## src/rtl/regfile_wb_arbiter.sv

```systemverilog
// Round-robin writeback arbiter for the register file's single write port.
// Stages the winning write for one cycle and exports a pending-write bitmap for hazard stalls.
module regfile_wb_arbiter #(
  parameter int N_REQ = 3,
  parameter int PTR_W = $clog2(N_REQ)
) (
  input  logic                 i_clk,
  input  logic                 i_reset,
  input  logic [N_REQ-1:0]     i_req_valid,
  input  logic [5*N_REQ-1:0]   i_req_addr,
  input  logic [32*N_REQ-1:0]  i_req_data,
  output logic [N_REQ-1:0]     o_req_ready,
  output logic                 o_rd_wren,
  output logic [4:0]           o_rd_addr,
  output logic [31:0]          o_rd_data,
  output logic [PTR_W-1:0]     o_grant_id,
  output logic [31:0]          o_pending_mask
);

  logic [PTR_W-1:0] ptr_q, ptr_d;
  logic [PTR_W-1:0] gid_q, gid_d;
  logic             wren_q, wren_d;
  logic [4:0]       addr_q, addr_d;
  logic [31:0]      data_q, data_d;

  logic [N_REQ-1:0] grant_oh;
  logic             found;
  logic [PTR_W-1:0] grant_idx;
  logic [4:0]       win_addr;
  logic [31:0]      win_data;
  int               idx;

  // Search order is ptr, ptr+1, ... wrapping; compares against constant k keep all selects static.
  always_comb begin
    grant_oh  = '0;
    found     = 1'b0;
    grant_idx = '0;
    win_addr  = '0;
    win_data  = '0;
    idx       = 0;
    for (int i = 0; i < N_REQ; i++) begin
      idx = int'(ptr_q) + i;
      if (idx >= N_REQ) idx = idx - N_REQ;
      for (int k = 0; k < N_REQ; k++) begin
        if (!found && (k == idx) && i_req_valid[k]) begin
          found       = 1'b1;
          grant_oh[k] = 1'b1;
          grant_idx   = PTR_W'(k);
          win_addr    = i_req_addr[k*5 +: 5];
          win_data    = i_req_data[k*32 +: 32];
        end
      end
    end
  end

  always_comb begin
    ptr_d  = ptr_q;
    gid_d  = gid_q;
    addr_d = addr_q;
    data_d = data_q;
    wren_d = 1'b0;
    if (found) begin
      ptr_d  = (grant_idx == PTR_W'(N_REQ - 1)) ? '0 : grant_idx + 1'b1;
      gid_d  = grant_idx;
      addr_d = win_addr;
      data_d = win_data;
      // x0 writes complete the handshake but never reach the regfile.
      wren_d = (win_addr != 5'd0);
    end
  end

  always_ff @(posedge i_clk or negedge i_reset) begin
    if (!i_reset) begin
      ptr_q  <= '0;
      gid_q  <= '0;
      wren_q <= 1'b0;
      addr_q <= '0;
      data_q <= '0;
    end else begin
      ptr_q  <= ptr_d;
      gid_q  <= gid_d;
      wren_q <= wren_d;
      addr_q <= addr_d;
      data_q <= data_d;
    end
  end

  always_comb begin
    o_pending_mask = '0;
    for (int k = 0; k < N_REQ; k++) begin
      if (i_req_valid[k]) o_pending_mask[i_req_addr[k*5 +: 5]] = 1'b1;
    end
    if (wren_q) o_pending_mask[addr_q] = 1'b1;
    o_pending_mask[0] = 1'b0;
  end

  assign o_req_ready = i_reset ? grant_oh : '0;
  assign o_rd_wren   = wren_q;
  assign o_rd_addr   = addr_q;
  assign o_rd_data   = data_q;
  assign o_grant_id  = gid_q;

endmodule
```

## config.mk

```make
export PLATFORM = sky130hd
export DESIGN_NAME = regfile_wb_arbiter
export DESIGN_NICKNAME = d
export VERILOG_FILES = /design/src/rtl/regfile_wb_arbiter.sv
export SDC_FILE = /design/constraint.sdc
export NUM_CORES = 1
export LEC_CHECK = 0
export ABC_AREA = 1
export BUFFER_PORTS_ARGS = -buffer_cell sky130_fd_sc_hd__clkbuf_2
export CORE_MARGIN = 2
export CORE_UTILIZATION = 51
export CTS_CLUSTER_SIZE = 30
export DETAILED_ROUTE_END_ITERATION = 16
export PLACE_DENSITY = 0.92
export SLEW_MARGIN = 20
export SYNTH_ARGS = -nofsm -noshare
export SYNTH_HDL_FRONTEND = slang
export SYNTH_SLANG_ARGS = --single-unit
```

## constraint.sdc

```tcl
create_clock -name i_clk -period 5 [get_ports i_clk]
set_input_delay 0.5 -clock i_clk [delete_from_list [all_inputs] [get_ports i_clk]]
set_output_delay 0.5 -clock i_clk [all_outputs]
set_load 0.02 [all_outputs]
```

---- Word level (Yosys, flattened, before mapping) ----
Cells that the tools add are included.
cells by class
  add/subtract/negate cells ............... 6
  reductions and logical operators ........ 33
  shift operators ......................... 0
  bitwise gates (word level) .............. 3
  div/mod/pow operators ................... 0
  multiply operators ...................... 0
  equal/unequal tests ..................... 7
  $lt $le $gt $ge ......................... 11
  multiplexer cells ....................... 61
operators by type and width
  cell                                                 count
  2-to-1 mux 32 bit                                    16
  equality test 2 x 32 -> 1 bit, first input constant  3
  equality test 3 x 32 -> 1 bit, first input constant  3
  logical NOT 32 bit                                   3
  bitwise OR 32 bit                                    3
  2-to-1 mux 5 bit                                     9
  < comparator 5 x 6 -> 1 bit, second input constant   4
  2-to-1 mux 1 bit                                     23
  logical AND 1 bit                                    21
  demux 1 bit (select 5 bit)                           4
  >= comparator 5 x 1 -> 1 bit, second input constant  4
  2-to-1 mux 2 bit                                     8
  logical NOT 1 bit                                    8
  subtractor 3 x 2 -> 4 bit, second input constant     2
  >= comparator 3 x 2 -> 1 bit, second input constant  2
  nonzero test 5 bit                                   1
  adder 2 x 1 -> 3 bit, second input constant          1
  adder 2 x 2 -> 3 bit, second input constant          1
  2-to-1 mux 3 bit                                     1
  subtractor 2 x 2 -> 3 bit, second input constant     1
  adder 2 x 1 -> 2 bit, second input constant          1
  equality test 2 bit, second input constant           1
  >= comparator 2 bit, second input constant           1
storage, ports and cells
  word-level logic and storage cells ...... 126
  output and inout port bits .............. 75
  memories kept ........................... 0
  input bits .............................. 116
  ROM bits ................................ 0
  bits in registers ....................... 42
  latch bits .............................. 0
  bits in writable memories ............... 0

---- Depth between registers and ports, before layout ----
  word-level depth ........................ 39
  mapped depth ............................ 14
  mapped depth without buffers ............ 13

---- Worst setup path after synthesis ----
Ideal clock, no wire load.
  kind .................................... reg-to-output
  start point ............................. reg ptr_q[0]
  end point ............................... out o_req_ready[2]
  slack ................................... 2.563 ns
  stages on the path, launching flop included .. 11
  required time ........................... 4.500 ns
  arrival ................................. 1.937 ns
  path buffers ............................ 1
  path through ............................ dfrtp_1 -> inv_1 -> ha_1 -> nand2_1 -> nand4_1 -> nor2_2 -> nand2_1 -> buf_2 -> o21ai_0 -> inv_1 -> a21oi_1
between the ends
  longest elaborated chain between the ends .. 38
  elaborated cells between the ends (all ways) .. 57
  classes of those cells .................. add/sub: 5; order compare: 3; eq/ne: 6; mux: 15; reduce/logical: 28
ends and longest elaborated chain
  what                                                              RTL line  source
  start: declaration                                                20        logic [PTR_W-1:0] ptr_q, ptr_d;
  start signal: assignment                                          80        ptr_q <= ptr_d;
  subtractor 2 x 2 -> 3 bit or >= comparator 2 bit (tied branches)  43        if (idx >= N_REQ) idx = idx - N_REQ;
  2-to-1 mux 32 bit                                                 43
  logical NOT 32 bit                                                45        if (!found && (k == idx) && i_req_valid[k]) begin
  logical AND 1 bit                                                 45
  2-to-1 mux 1 bit                                                  45
  logical NOT 1 bit                                                 45
  logical AND 1 bit (2 in series)                                   45
  2-to-1 mux 1 bit                                                  45
  [19 not listed]                                                   n/a
  2-to-1 mux 1 bit                                                  45
  logical NOT 1 bit                                                 45
  logical AND 1 bit (2 in series)                                   45
  2-to-1 mux 1 bit                                                  45
  logical NOT 1 bit                                                 45
  logical AND 1 bit (2 in series)                                   45
  2-to-1 mux 1 bit (*)                                              45
  2-to-1 mux 3 bit (*)                                              97        assign o_req_ready = i_reset ? grant_oh : '0;
  end: declaration                                                  12        output logic [N_REQ-1:0] o_req_ready,
Every way passes the cells marked *; elsewhere a longest branch is shown, timed or not.

---- Worst setup path after layout ----
  start point ............................. reg ptr_q[1]
  end point ............................... out o_req_ready[0]
between the ends
  longest elaborated chain between the ends .. 30
  elaborated cells between the ends (all ways) .. 46
  classes of those cells .................. add/sub: 5; order compare: 3; eq/ne: 4; mux: 12; reduce/logical: 22
ends and longest elaborated chain
  what                                                              RTL line
  subtractor 2 x 2 -> 3 bit or >= comparator 2 bit (tied branches)  43
  2-to-1 mux 32 bit                                                 43
  logical NOT 32 bit                                                45
  logical AND 1 bit                                                 45
  2-to-1 mux 1 bit                                                  45
  logical NOT 1 bit                                                 45
  logical AND 1 bit (2 in series)                                   45
  2-to-1 mux 1 bit                                                  45
  [11 not listed]                                                   n/a
  2-to-1 mux 1 bit                                                  45
  logical NOT 1 bit                                                 45
  logical AND 1 bit (2 in series)                                   45
  2-to-1 mux 1 bit                                                  45
  logical NOT 1 bit                                                 45
  logical AND 1 bit (2 in series)                                   45
  2-to-1 mux 1 bit (*)                                              45
  2-to-1 mux 3 bit (*)                                              97
Marks and branches as above.

==> impl_metrics.env <==
export IMPL_status="finished clean"
export IMPL_cts_setup_buffers=0
export IMPL_cpMostUsedCell="nand2_2"
export IMPL_die_height_um=103
export IMPL_die_w_um=103
export IMPL_rsz0062_at_grt="false"
export IMPL_grt_remaining_overflow=0
export IMPL_tightest_slew_ns=0.990
export IMPL_routed_wl_um=18100
export IMPL_ys_seq_area_frac=0.209
export IMPL_critPathMaxStageDelay_ns=0.38
export IMPL_first_iter_violations=743
export IMPL_crit_required_ns=4.50
export IMPL_netlist_area_um2=5020
export IMPL_dp_cells=1183
export IMPL_grt_max_degree=44
export IMPL_rr_endpoint="o_rd_data[18]$_DFFE_PN0P_"
export IMPL_grt_pass1_wl_um=27800
export IMPL_clock_sinks=42
export IMPL_antenna_left=0
export IMPL_place_congestion=1.08
export IMPL_netlist_area_leader_share=0.209
export IMPL_clkTransAtPathRegs_ns=0.08
export IMPL_numCtsBuffers=5
export IMPL_portBuffers=189
export IMPL_cts_tree="done"
export IMPL_cp_cell_sequence="inv_1, ha_1, nand2_2, nand2_2, nor2_2, nand4_2, a21oi_2, nand2_1, buf_4, nor3b_2, nand3_1, nor2_1, clkbuf_2"
export IMPL_final_period_utilization=0.674
export IMPL_setup_violations=0
export IMPL_path_class="flop to output port"
export IMPL_first_global_vias=6080
export IMPL_antenna_found_initial=2
export IMPL_num_vias=6887
export IMPL_power_density_nw_per_um2=526
export IMPL_grt_usage=0.324
export IMPL_hold_viol=0
export IMPL_ys_seq_elements=42
export IMPL_hpwl_um=12800
export IMPL_area_delta_synth_final_pct=21.2
export IMPL_slew_violations=0
export IMPL_finClkSkew_ns=0.00393
export IMPL_drive_gt1_frac=0.206
export IMPL_cp_max_fo=34
export IMPL_avgRoutedWirePerCell_um=15.1
export IMPL_cp_slowest_cell="dfrtp_1"
export IMPL_vias_per_cell=5.77
export IMPL_synth_top_area_cell="dfrtp_1"
export IMPL_regToRegStartpoint="ptr_q[0]$_DFFE_PN0P_"
export IMPL_leakage_nw=3.33
export IMPL_yosys_top_cells_area="dfrtp_1, nor2_1, nand2_1"
export IMPL_fill_cells=951
export IMPL_ys_types=33
export IMPL_drtPass1Iterations=6
export IMPL_layout_nets=1175
export IMPL_cts_buffer_depth=2
export IMPL_clk_latency_ns=0.30
export IMPL_hold_buffers=0
export IMPL_drv_cap=0
export IMPL_ctsHtreeMaxLevel=2
export IMPL_core_um2=9680
export IMPL_fmax_mhz=297
export IMPL_cts_resized=0
export IMPL_fin_cells=1193
export IMPL_die_area_um2=10700
export IMPL_worst_setup_path_end_kind="output port"
export IMPL_cp_start_kind="flop"
export IMPL_period_needed_ns=3.37
export IMPL_crit_family="simple AND/OR/NAND/NOR gates"
export IMPL_peakVddDrop_mv=0.313
export IMPL_reg2reg_setup_slack_ns=1.91
export IMPL_fin_tns_setup_ns=0
export IMPL_drcViolationCount=0
export IMPL_ys_warn_count=0
export IMPL_initial_core_util=0.519
export IMPL_synth_cells=893
export IMPL_hp_class="input port to asynchronous set/reset pin"
export IMPL_startpoint="ptr_q[1]$_DFFE_PN0P_"
export IMPL_rr_worst_depth=11
export IMPL_slew_limit_headroom=0.338
export IMPL_synth_fp_nets=1011
export IMPL_path_buf_inv=3
export IMPL_rows=36
export IMPL_syn_area_per_cell_um2=5.62
export IMPL_cp_arrival_ns=2.87
export IMPL_root_buffer="clkbuf_8"
export IMPL_final_common_cell="clkbuf_2"
export IMPL_io_pins=191
export IMPL_layout_common_cells="clkbuf_2, nor2_1, nand2_1"
cell type report:
type | count | area, um^2 | share of cell area
flip-flops and latches | 42 | 1050 | 0.173
repair buffers | 197 | 1010 | 0.165
multi-input cells | 667 | 3210 | 0.528
clock buffers | 7 | 76.3 | 0.0125
clock inverters | 1 | 30.0 | 0.00493
diodes | 2 | 5.00 | 0.000822
well taps | 133 | 166 | 0.0273
inverters | 144 | 542 | 0.0890
cell families after synthesis:
group | count (synthesis) | synth area share
AND/OR/NAND/NOR | 494 | 0.417
AO/OA/AOI/OAI | 170 | 0.214
buffers and inverters | 184 | 0.154
adder cells (fa/ha/maj) | 2 | 0.00498
other | 1 | 0.000747
flip-flops | 42 | 0.209
stage by stage:
stage	total power [W]	setup slack (ns)	utilization	hold WS [ns]	area, um^2
after floorplan	0.00228	2.56	-	0.204	5020
after global routing	0.00348	1.38	0.629	0.327	6090
final	0.00320	1.63	0.629	0.278	6090
after detailed placement	0.00289	2.02	0.617	0.469	5980
after global placement	0.00284	2.07	0.617	0.465	5980
after CTS	0.00316	1.68	0.628	0.291	6080
worst reg2reg max path, stage by stage, from the launching register on:
cell	delay, ns
dfrtp_1	0.36
inv_1	0.06
ha_1	0.33
nand2_1	0.10
buf_4	0.43
nand4_1	0.27
nor2_2	0.29
nand4_1	0.43
buf_4	0.41
o21ai_0	0.21
nor2_1	0.06
nand3_1	0.06
worst max path at each step:
| stage | to | cells past startpoint |
|---|---|---|
| finish | o_req_ready[0] | 13 |
| global route | o_req_ready[0] | 13 |
| CTS | o_req_ready[0] | 13 |
| detailed placement | o_req_ready[1] | 12 |
| global placement | o_req_ready[1] | 12 |
| floorplan | o_req_ready[2] | 10 |
synthesized netlist by cell type:
library cell,instances
ha_1,2
nand4_2,1
a211oi_1,2
nor4_1,1
o22a_1,10
nand2_1,163
dfrtp_1,42
o21bai_1,3
nand2_2,4
buf_6,6
o221ai_1,30
nor2_4,1
nand4_1,8
o22ai_1,32
clkinv_2,1
nor2_2,2
o21ai_0,34
conb_1,1
a21oi_2,1
clkbuf_1,16
inv_2,1
o21ai_1,3
nor3_1,16
a21o_1,1
nor3b_2,1
nand3_1,120
nor2_1,176
buf_2,12
nand3_2,1
a21oi_1,48
a22oi_1,6
buf_4,6
inv_1,142
routing by layer:
metal  GRT usage  part of all wire  vias up
met4       0.143             0.025        0
li1            -                 -     3289
met5           0                 0        -
met1       0.415              0.39     3031
met3      0.0625              0.12       62
met2       0.534              0.47      505
flip-flops by register name, summed over array words and instances, names as in the netlist:
| name | count |
|---|---|
| o_grant_id | 2 |
| o_rd_addr | 5 |
| o_rd_data | 32 |
| o_rd_wren | 1 |
| ptr_q | 2 |
power by group:
group / total [W] / internal (W) / switching (W)
clock network: 0.000270 / 0.000150 / 0.000120
registers: 0.000649 / 0.000525 / 0.000124
logic: 0.00228 / 0.000737 / 0.00154
Power figures use the tool's default switching activity.
